`config.mk`:
```
export PLATFORM = sky130hd
export DESIGN_NAME = fifo_wr_arbiter
export DESIGN_NICKNAME = d
export VERILOG_FILES = /design/src/rtl/fifo_wr_arbiter.sv
export SDC_FILE = /design/constraint.sdc
export NUM_CORES = 1
export LEC_CHECK = 0
export ABC_AREA = 1
export BUFFER_PORTS_ARGS = -buffer_cell sky130_fd_sc_hd__buf_2
export CORE_MARGIN = 2
export CORE_UTILIZATION = 45
export CTS_CLUSTER_DIAMETER = 80
export DETAILED_ROUTE_END_ITERATION = 8
export PLACE_DENSITY_LB_ADDON = 0.25
export SYNTH_ARGS = -nofsm -noshare
export SYNTH_HDL_FRONTEND = slang
export SYNTH_SLANG_ARGS = --single-unit
```
`constraint.sdc`:
```
create_clock -name clk -period 6.5 [get_ports clk]
set_clock_uncertainty 0.15 [all_clocks]
set_input_delay 1.3 -clock clk [delete_from_list [all_inputs] [get_ports clk]]
set_output_delay 1.3 -clock clk [all_outputs]
set_load 0.01 [all_outputs]
```
`src/rtl/fifo_wr_arbiter.sv`:
```
// Round-robin write-port arbiter sharing one FIFO write side between NUM_REQ producers.
// Optional stall counter output enabled by defining FIFO_ARB_STALL_CNT_EN.
module fifo_wr_arbiter #(
   parameter  int unsigned NUM_REQ    = 4,
   parameter  int unsigned DATA_WIDTH = 8,
   parameter  int unsigned MAX_BURST  = 4,
   localparam int unsigned OW         = $clog2(NUM_REQ),
   localparam int unsigned CW         = $clog2(MAX_BURST + 1)
) (
   input  logic                          clk,
   input  logic                          reset_n,
   input  logic [NUM_REQ-1:0]            req_valid,
   input  logic [NUM_REQ*DATA_WIDTH-1:0] req_data,
   output logic [NUM_REQ-1:0]            req_ready,
   input  logic                          fifo_full,
   output logic                          fifo_wr_en,
   output logic [DATA_WIDTH-1:0]         fifo_wr_data,
`ifdef FIFO_ARB_STALL_CNT_EN
   output logic [15:0]                   stall_cnt,
`endif
   output logic                          busy,
   output logic [OW-1:0]                 owner
);

   typedef enum logic {
      S_IDLE  = 1'b0,
      S_BURST = 1'b1
   } state_t;

   state_t                r_state;
   state_t                w_state_nxt;
   logic [OW-1:0]         r_owner;
   logic [OW-1:0]         w_owner_nxt;
   logic [CW-1:0]         r_burst_cnt;
   logic [CW-1:0]         w_burst_cnt_nxt;
   logic [OW-1:0]         w_pick;
   logic                  w_found;
   logic                  w_own_valid;
   logic [DATA_WIDTH-1:0] w_word [NUM_REQ];

   // Unpack the flat producer data bus into per-producer words
   for (genvar gi = 0; gi < NUM_REQ; gi++) begin : g_word
      assign w_word[gi] = req_data[gi*DATA_WIDTH +: DATA_WIDTH];
   end

   assign w_own_valid = req_valid[r_owner];

   // Round-robin search starting just after the current/last owner
   always_comb begin
      w_pick  = r_owner;
      w_found = 1'b0;
      for (int unsigned k = 1; k <= NUM_REQ; k++) begin
         if (!w_found && req_valid[OW'((32'(r_owner) + k) % NUM_REQ)]) begin
            w_found = 1'b1;
            w_pick  = OW'((32'(r_owner) + k) % NUM_REQ);
         end
      end
   end

   always_ff @(posedge clk or negedge reset_n) begin
      if (!reset_n) begin
         r_state     <= S_IDLE;
         r_owner     <= OW'(NUM_REQ - 1);
         r_burst_cnt <= '0;
      end else begin
         r_state     <= w_state_nxt;
         r_owner     <= w_owner_nxt;
         r_burst_cnt <= w_burst_cnt_nxt;
      end
   end

   // Next state plus the zero-latency FIFO-side handshake; IDLE is the all-off state
   always_comb begin
      w_state_nxt     = r_state;
      w_owner_nxt     = r_owner;
      w_burst_cnt_nxt = r_burst_cnt;
      req_ready       = '0;
      fifo_wr_en      = 1'b0;
      fifo_wr_data    = '0;
      unique case (r_state)
         S_IDLE: begin
            if (w_found) begin
               w_owner_nxt     = w_pick;
               w_burst_cnt_nxt = '0;
               w_state_nxt     = S_BURST;
            end
         end
         S_BURST: begin
            req_ready[r_owner] = !fifo_full;
            fifo_wr_en         = w_own_valid && !fifo_full;
            fifo_wr_data       = w_word[r_owner];
            if (!w_own_valid) begin
               w_state_nxt = S_IDLE;
            end else if (!fifo_full) begin
               w_burst_cnt_nxt = r_burst_cnt + CW'(1);
               if (r_burst_cnt == CW'(MAX_BURST - 1)) begin
                  w_state_nxt = S_IDLE;
               end
            end
         end
         default: begin
            w_state_nxt = S_IDLE;
         end
      endcase
   end

   assign busy  = (r_state == S_BURST);
   assign owner = r_owner;

`ifdef FIFO_ARB_STALL_CNT_EN
   logic [15:0] r_stall_cnt;

   // Saturating count of cycles where the owner has data but the FIFO is full
   always_ff @(posedge clk or negedge reset_n) begin
      if (!reset_n) begin
         r_stall_cnt <= '0;
      end else if ((r_state == S_BURST) && w_own_valid && fifo_full &&
                   (r_stall_cnt != 16'hFFFF)) begin
         r_stall_cnt <= r_stall_cnt + 16'd1;
      end
   end

   assign stall_cnt = r_stall_cnt;
`endif

endmodule

```
Yosys cells after proc, flatten, opt, wreduce, memory -nomap -nowiden

Cells that the tools add are included.

$add $sub $neg: 5
Magnitude comparators: 7
Equality and inequality tests: 4
Mux-type cells: 35
Bitwise gates (word level): 3
Reduce and logical (&&, ||, !) cells: 12

Operators by type and width:

| cell                | number |
|---|---|
| $mux 8              | 3 |
| $bmux 8 s2          | 1 |
| $lt 2x3->1 const B  | 5 |
| $mux 1              | 15 |
| $bmux 1 s2          | 5 |
| $mux 3              | 3 |
| $mux 2              | 4 |
| $pmux 3 s2          | 1 |
| $reduce_and 3->1    | 2 |
| $logic_and 1x1->1   | 5 |
| $add 2x1->2 const B | 2 |
| $add 2x2->2 const B | 2 |
| $and 4x4->4         | 1 |
| $logic_not 1->1     | 4 |
| $mux 4              | 1 |
| $ne 2x2->1 const B  | 2 |
| $reduce_bool 4->1   | 1 |
| $add 3x1->3 const B | 1 |
| $eq 3x2->1 const B  | 1 |
| $ge 3x3->1 const B  | 1 |
| $not 2->3           | 1 |
| $demux 1 s2         | 1 |
| $ge 2x1->1 const B  | 1 |
| $ne 2x1->1 const B  | 1 |
| 2 further kinds     | 2 |

Flip-flop bits (word level): 6
Input port bits: 39
Output and inout bits: 16
Logic and storage cells: 69

Longest topological paths before layout

Gate-level depths: netlist (run 1).

Word-level depth: 15
Mapped depth: 12
Mapped depth without buffers: 10

Worst setup path before layout (run 1)

No wires, ideal clock.

Path kind: input to output
From: input req_valid[3]
To: output fifo_wr_en
Data arrival time: 1.767 ns
Data required time: 5.050 ns
Setup slack: 3.283 ns
Stages: 5
Cell sequence: nand2_2 -> nand2_1 -> o21a_4 -> nand2_2 -> inv_1

Word-level cells in the longest chain between the ends: 4

Ends and longest elaborated chain:

| item                         | line | source |
|---|---|---|
| start, declared              | 12   | `input logic [NUM_REQ-1:0] req_valid,` |
| $bmux 1 s2                   | 46   | `assign w_own_valid = req_valid[r_owner];` |
| $mux 1 (not written as such) | 46   |  |
| $logic_and 1x1->1            | 90   | `fifo_wr_en = w_own_valid && !fifo_full;` |
| $mux 1                       | 80   | `unique case (r_state)` |
| end, declared                | 16   | `output logic fifo_wr_en,` |

Every way passes these cells. The select of a mux whose other input is x is not followed.

Worst setup path in the final report (run 1)

From: register r_owner[0] (netlist: owner[0])
To: output fifo_wr_en

Word-level cells in the longest chain between the ends: 4

Ends and longest elaborated chain:

| item                         | line | source |
|---|---|---|
| start, declared              | 32   | `logic [OW-1:0] r_owner;` |
| start signal, assigned       | 63   | `r_owner <= OW'(NUM_REQ - 1);` |
| start signal, assigned       | 67   | `r_owner <= w_owner_nxt;` |
| $bmux 1 s2                   | 46   |  |
| $mux 1 (not written as such) | 46   |  |
| $logic_and 1x1->1            | 90   |  |
| $mux 1                       | 80   |  |

Every way passes these cells. The select of a mux whose other input is x is not followed.

==> results of run 1 <==
-- sequential cells by signal (all words and copies together), names as in the netlist --
name	flops
r_burst_cnt	3
owner	2
busy	1
-- final cells by class --
class                           instances  area share [%]
Sequential cell                         6           13.23
Multi-Input combinational cell        124           54.77
Timing Repair Buffer                   54           23.43
Inverter                               11           3.579
Clock buffer                            4           2.278
Tap cell                               25           2.711
-- synthesized netlist by cell type (all sizes together) --
cell    number
a21oi        8
buf          6
clkbuf       1
dfrtp        4
dfstp        2
ha           6
inv         11
nand2       34
nand3       13
nand4        6
nor2        39
o21a         1
o21ai       17
-- critical path, stage by stage, from the launching register on --
cell     delay [ps]
dfstp_2         820
inv_2           280
nand2_1         170
nand3_1          90
o21a_4          170
nand2_2          90
inv_1            40
buf_2           130
-- logic make-up after synthesis --
group                    synth area share [%]
adder cells (fa/ha/maj)                 8.658
AO/OA/AOI/OAI                           16.16
buffers and inverters                   9.523
flip-flops                              17.61
AND/OR/NAND/NOR                         48.05
-- metal layers --
metal,GRT usage (%),vias to the layer above,share of wire (%)
li1,-,587,-
met1,27.79,510,39
met2,43.47,51,51
met3,6.038,2,9.6
met4,5.946,0,0.43
met5,0,-,0
-- metrics by stage --
stage               instance area [um^2]  hold WS (ps)  setup WS (ps)  std cells
finish                              1154         396.3           3007        224
global route                        1154         435.0           2885        224
floorplan                          867.1         334.5           3283        148
CTS                                 1154         398.3           3018        224
detailed placement                  1127         387.3           3028        220
global placement                    1127         382.1           3040        220
-- how the worst min path moves through the flow --
stage | from | slack, ps | end | depth (start not counted)
finish | r_burst_cnt[2] | 400 | r_burst_cnt[2] | 2
global route | r_burst_cnt[2] | 440 | r_burst_cnt[2] | 2
CTS | r_burst_cnt[2] | 400 | r_burst_cnt[2] | 2
detailed placement | r_burst_cnt[2] | 390 | r_burst_cnt[2] | 2
global placement | r_burst_cnt[1] | 380 | r_burst_cnt[1] | 2
floorplan | r_burst_cnt[2] | 330 | r_burst_cnt[2] | 2
-- power groups by stage --
stage                     sequential (mW)  clock [mW]  combinational [mW]
after floorplan                    0.0776           0               0.324
after global placement              0.101           0               0.385
final                               0.103      0.0393               0.402
after detailed placement            0.102           0               0.403
after global routing                0.106      0.0429               0.466
after CTS                           0.102      0.0399               0.404
==> metrics.yaml, run 1 <==
clocking:
  clockBufferDepth: 2
  cts_tree: "done"
  cts_made_buffers: 3
  clkTransAtPathRegs_ps: 50
  cts_resized: 0
  post_cts_buffers: 0
  clk_latency_ps: 250
  cts_root_buf: "clkbuf_4"
  cts_sinks: 6
  cts.hold.buffers_added: 0
  cts_max_level: 1
die:
  core_area_um2: 1764
  io_pins: 55
  die_x_um: 47.90
  initial_utilization_pct: 49.15
  rows: 15
  die_h_um: 47.90
  die-area_um2: 2294
setup_path:
  cp.arrival_ps: 2040
  crit_start: "owner[0]"
  regToRegSetupSlack_ps: 3990
  worstPathMaxFanout: 25
  start_kind: "register"
  r2r_end: "owner[1]"
  crit_path_end_kind: "primary output"
  crit_required_ps: 5050
  critPathKind: "register to primary output"
  crit_path_end: "fifo_wr_en"
  rr_worst_depth: 10
  r2r_start: "owner[0]"
drt:
  routedWlPerCell_um: 11.44
  vias_per_cell: 5.134
  first_pass_iters: 4
  initialDrtViolationCount: 36
  vias: 1150
  antenna_left: 0
  routed_wl_um: 2563
  post-route-drc-count: 0
sta:
  final_max_slew_viol_count: 0
  max-slew-margin-rel_pct: 66.16
  period_share_pct: 53.73
  setup_violations: 0
  hold_violations: 0
  fmax_ghz: 0.2863
  tightest_slew_ps: 507.1
  finalSetupTns_ps: 0
  period_needed_ps: 3493
  rsz0062_at_grt: "false"
final_layout:
  drive_gt1_share_pct: 36.68
  seq_area_um2: 152.6
  most-common-layout-cells: "buf_2, nor2_1, nand2_1, nand3_1"
  fillers: 202
  final_common_cell: "buf_2"
  n_antenna_cell: 0
  multiInputGateArea_um2: 631.9
  finalNetCount: 245
  utilization_pct: 65.39
  area_growth_pct: 33.05
synth:
  synth.top_cells.by_area: "nor2_1, dfrtp_1, nand2_1"
  synth_cell_types: 21
  synth_seq_cells: 6
  synth_area_um2: 867.1
  yosys.area.top_type: "nor2_1"
  syn_avg_cell_area_um2: 5.859
  syn_nets: 193
  synth_seq_area_share_pct: 17.60
  syn-instance-count: 148
  yosysWarnings: 0
  yosys.area.top_type_share_pct: 16.88
power:
  power.total_uw: 544.5
  seqPwrFrac_pct: 18.9
  ir_drop_v: 0.0003027
  p_int_uw: 235.9
  powerDensity_nw_per_um2: 472.0
  swShare_pct: 56.68
  p_comb_share_pct: 73.9
  p_sw_uw: 308.6
  p_clk_share_pct: 7.2
  p_leak_nw: 0.6655
global_routing:
  antenna_found_initial: 0
  grt_first_pass_wirelength_um: 3898
  grt_pass1_vias: 952
  grt_usage_pct: 23.93
  grt_max_degree: 26
  grt_overflow: 0
outcome:
  status: "finished, final reports clean"
placed_design:
  port_buffers: 54
  dp_hpwl_um: 2009
  place_congestion: 0.8513
hold_path:
  hold_path.class: "register to register"
flow_run:
  drv_cap: 0
(Power assumes the default switching activity.)
==> inputs of run 2 (changes only) <==
Settings changed: ABC_AREA 1 to 0, CORE_UTILIZATION 45 to 42.
Clock period 6.5 ns to 3.6 ns, I/O delays scaled along.
==> metrics.yaml, run 2 <==
power:
  seqPwrFrac_pct: 26.2  # +7.3 points
  p_clk_share_pct: 7.8  # +0.6 points
  p_comb_share_pct: 66.0  # -7.9 points
  swShare_pct: 42.72  # -14 points
  powerDensity_nw_per_um2: 730.9  # +55%
  ir_drop_v: 0.0003475  # +15%
  power.total_uw: 832.1  # +53%
  p_int_uw: 476.7  # +100%
  p_leak_nw: 0.5840  # -12%
  p_sw_uw: 355.5  # +15%
final_layout:
  multiInputGateArea_um2: 636.9  # +0.79%
  final_common_cell: "buf_2"
  top_register: "r_burst_cnt"
  drive_gt1_share_pct: 58.59  # +22 points
  utilization_pct: 58.63  # -6.8 points
  finalNetCount: 175  # -29%
  area_growth_pct: 33.82
  fillers: 185  # -8.4%
  most-common-layout-cells: "buf_2, and2_1, mux4_2, inv_1, ha_1"
  final_cell_area_um2: 1139  # -1.3%
  layoutNonFillerInstCount: 155  # -31%
  seq_area_um2: 152.6  # unchanged
  n_antenna_cell: 0  # unchanged
  largest_register_ffs: 3  # unchanged
setup_path:
  regToRegSetupSlack_ps: 1160  # -2830 ps
  cp_top_family: "flip-flops"
  cp.arrival_ps: 1990  # -50 ps
  critPathKind: "register to primary output"
  crit_start: "owner[0]"
  path_cells: "mux4_2, and2_1, buf_2"
  crit_required_ps: 2730  # -2320 ps
  cp_num_cells: 3  # -4
  crit_path_end_kind: "primary output"
  max_stage_delay_ps: 880  # +60 ps
  r2r_start: "owner[0]"
  cp_slowest_cell: "dfstp_2"
  start_kind: "register"
  rr_worst_depth: 6  # -4
  crit_buf_inv: 1  # -2
  crit_path_end: "fifo_wr_data[6]"
  worstPathMaxFanout: 21  # -16%
  r2r_end: "owner[1]"
global_routing:
  grt_first_pass_wirelength_um: 3256  # -16%
  grt_overflow: 0  # unchanged
  grt_pass1_vias: 766  # -20%
  grt_usage_pct: 16.81  # -7.1 points
  antenna_found_initial: 0  # unchanged
  grt_max_degree: 22  # -15%
drt:
  antenna_left: 0  # unchanged
  routedWlPerCell_um: 12.08  # +5.6%
  routed_wl_um: 1873  # -27%
  first_pass_iters: 4  # unchanged
  initialDrtViolationCount: 13  # -64%
  vias_per_cell: 5.277  # +2.8%
  vias: 818  # -29%
  post-route-drc-count: 0  # unchanged
synth:
  synth_commonest_cells: "and2_1, mux4_2, ha_1, inv_1"
  synth.top_cells.by_area: "mux4_2, dfrtp_1, and2_1"
  yosys.area.top_type_share_pct: 29.12  # +12 points
  async_reset_ff_share_pct: 100.0  # unchanged
  synthFlopType: "dfrtp_1"
  syn-instance-count: 76  # -49%
  synth_seq_cells: 6  # unchanged
  synth_area_um2: 850.8  # -1.9%
  yosysWarnings: 0  # unchanged
  syn_avg_cell_area_um2: 11.19  # +91%
  yosys.area.top_type: "mux4_2"
  synth_cell_types: 30  # +43%
  synth_most_common_cell: "and2_1"
  syn_nets: 121  # -37%
  synth_edf_count: 0  # unchanged
  synth_seq_area_share_pct: 17.94  # +0.34 points
sta:
  period_share_pct: 79.46
  max-slew-margin-rel_pct: 63.90  # -2.3 points
  tightest_slew_ps: 541.5  # +34.48 ps
  setup_violations: 0  # unchanged
  whs_ps: 131.5  # -264.8 ps
  hold_violations: 0  # unchanged
  rsz0062_at_grt: "false"
  finalSetupTns_ps: 0  # unchanged
  period_needed_ps: 2860
  fmax_ghz: 0.3496
  final_max_slew_viol_count: 0  # unchanged
  setup_ws_ps: 739.5  # -2268 ps
die:
  die_h_um: 49.01  # +2.3%
  die-area_um2: 2402  # +4.7%
  die_x_um: 49.01  # +2.3%
  initial_utilization_pct: 43.81  # -5.3 points
  rows: 16  # +1
  io_pins: 55  # unchanged
  core_area_um2: 1942  # +10%
clocking:
  cts_resized: 0  # unchanged
  cts_root_buf: "clkbuf_4"
  clkTransAtPathRegs_ps: 50  # about the same
  cts_tree: "done"
  cts_max_level: 1  # unchanged
  cts_sinks: 6  # unchanged
  cts_made_buffers: 3  # unchanged
  clk_latency_ps: 250  # about the same
  cts.hold.buffers_added: 0  # unchanged
  clockBufferDepth: 2  # unchanged
  post_cts_buffers: 0  # unchanged
flow_run:
  drv_cap: 0  # unchanged
placed_design:
  placed_cells: 152  # -31%
  post-place-ws_ps: 975.6  # -2052 ps
  port_buffers: 54  # unchanged
  place_congestion: 0.7368  # -13%
  dp_hpwl_um: 1508  # -25%
  dpl-instance-area_um2: 1116  # -1.0%
outcome:
  status: "finished, final reports clean"
hold_path:
  hold_path.class: "primary input to async pin"
==> run 2: cell types whose count changed after synthesis, sizes merged, moves of 4 or more <==
cell,change
a21oi,-5
and2,+13
inv,-5
mux2i,+4
mux4,+11
nand2,-34
nand3,-11
nand4,-5
nor2,-35
o21ai,-15
==> run 2: cell type report <==
cell class / instances / share of cell area, %
Tap cell: 27 / 2.967
Sequential cell: 6 / 13.41
Multi-Input combinational cell: 59 / 55.93
Clock buffer: 3 / 1.978
Timing Repair Buffer: 54 / 23.74
Inverter: 6 / 1.978
==> run 2: worst register-to-register path, cell delays in order, from the launching register on <==
cell and delay (ps):
dfstp_2 880, inv_1 140, ha_1 360, mux4_2 330, a211o_1 240, a22oi_1 160
mux2i_1 90
==> run 2: kinds of logic after synthesis <==
logic type	share of synthesized area, %
flip-flops	17.94
adder cells (fa/ha/maj)	8.823
AO/OA/AOI/OAI	12.50
AND/OR/NAND/NOR	15.59
XOR/XNOR	1.030
multiplexers	36.91
buffers and inverters	7.205
==> run 2: per-layer routing <==
layer / up-vias / track usage (%) / share of wire [%]
li1: 388 / - / -
met4: 0 / 6.667 / 0.75
met1: 397 / 20.08 / 41
met2: 31 / 29.91 / 52
met5: - / 0 / 0
met3: 2 / 2.761 / 6.4
==> run 2: power groups by stage <==
| stage | Sequential [mW] | Combinational (mW) | Clock (mW) |
|---|---|---|---|
| floorplan | 0.137 | 0.509 | 0 |
| global placement | 0.220 | 0.543 | 0 |
| detailed placement | 0.224 | 0.552 | 0 |
| CTS | 0.223 | 0.554 | 0.0671 |
| global route | 0.235 | 0.601 | 0.0702 |
| finish | 0.218 | 0.550 | 0.0646 |
==> run 2: worst min path at each step <==
stage	startpoint	endpoint	slack, ps	cells past startpoint
2_1_floorplan	reset_n	busy	270	0
3_3_place_gp	r_burst_cnt[2]	r_burst_cnt[2]	330	1
3_5_place_dp	r_burst_cnt[2]	r_burst_cnt[2]	340	1
4_1_cts	reset_n	r_burst_cnt[2]	130	1
5_1_grt	reset_n	r_burst_cnt[2]	140	1
6_report	reset_n	r_burst_cnt[2]	130	1
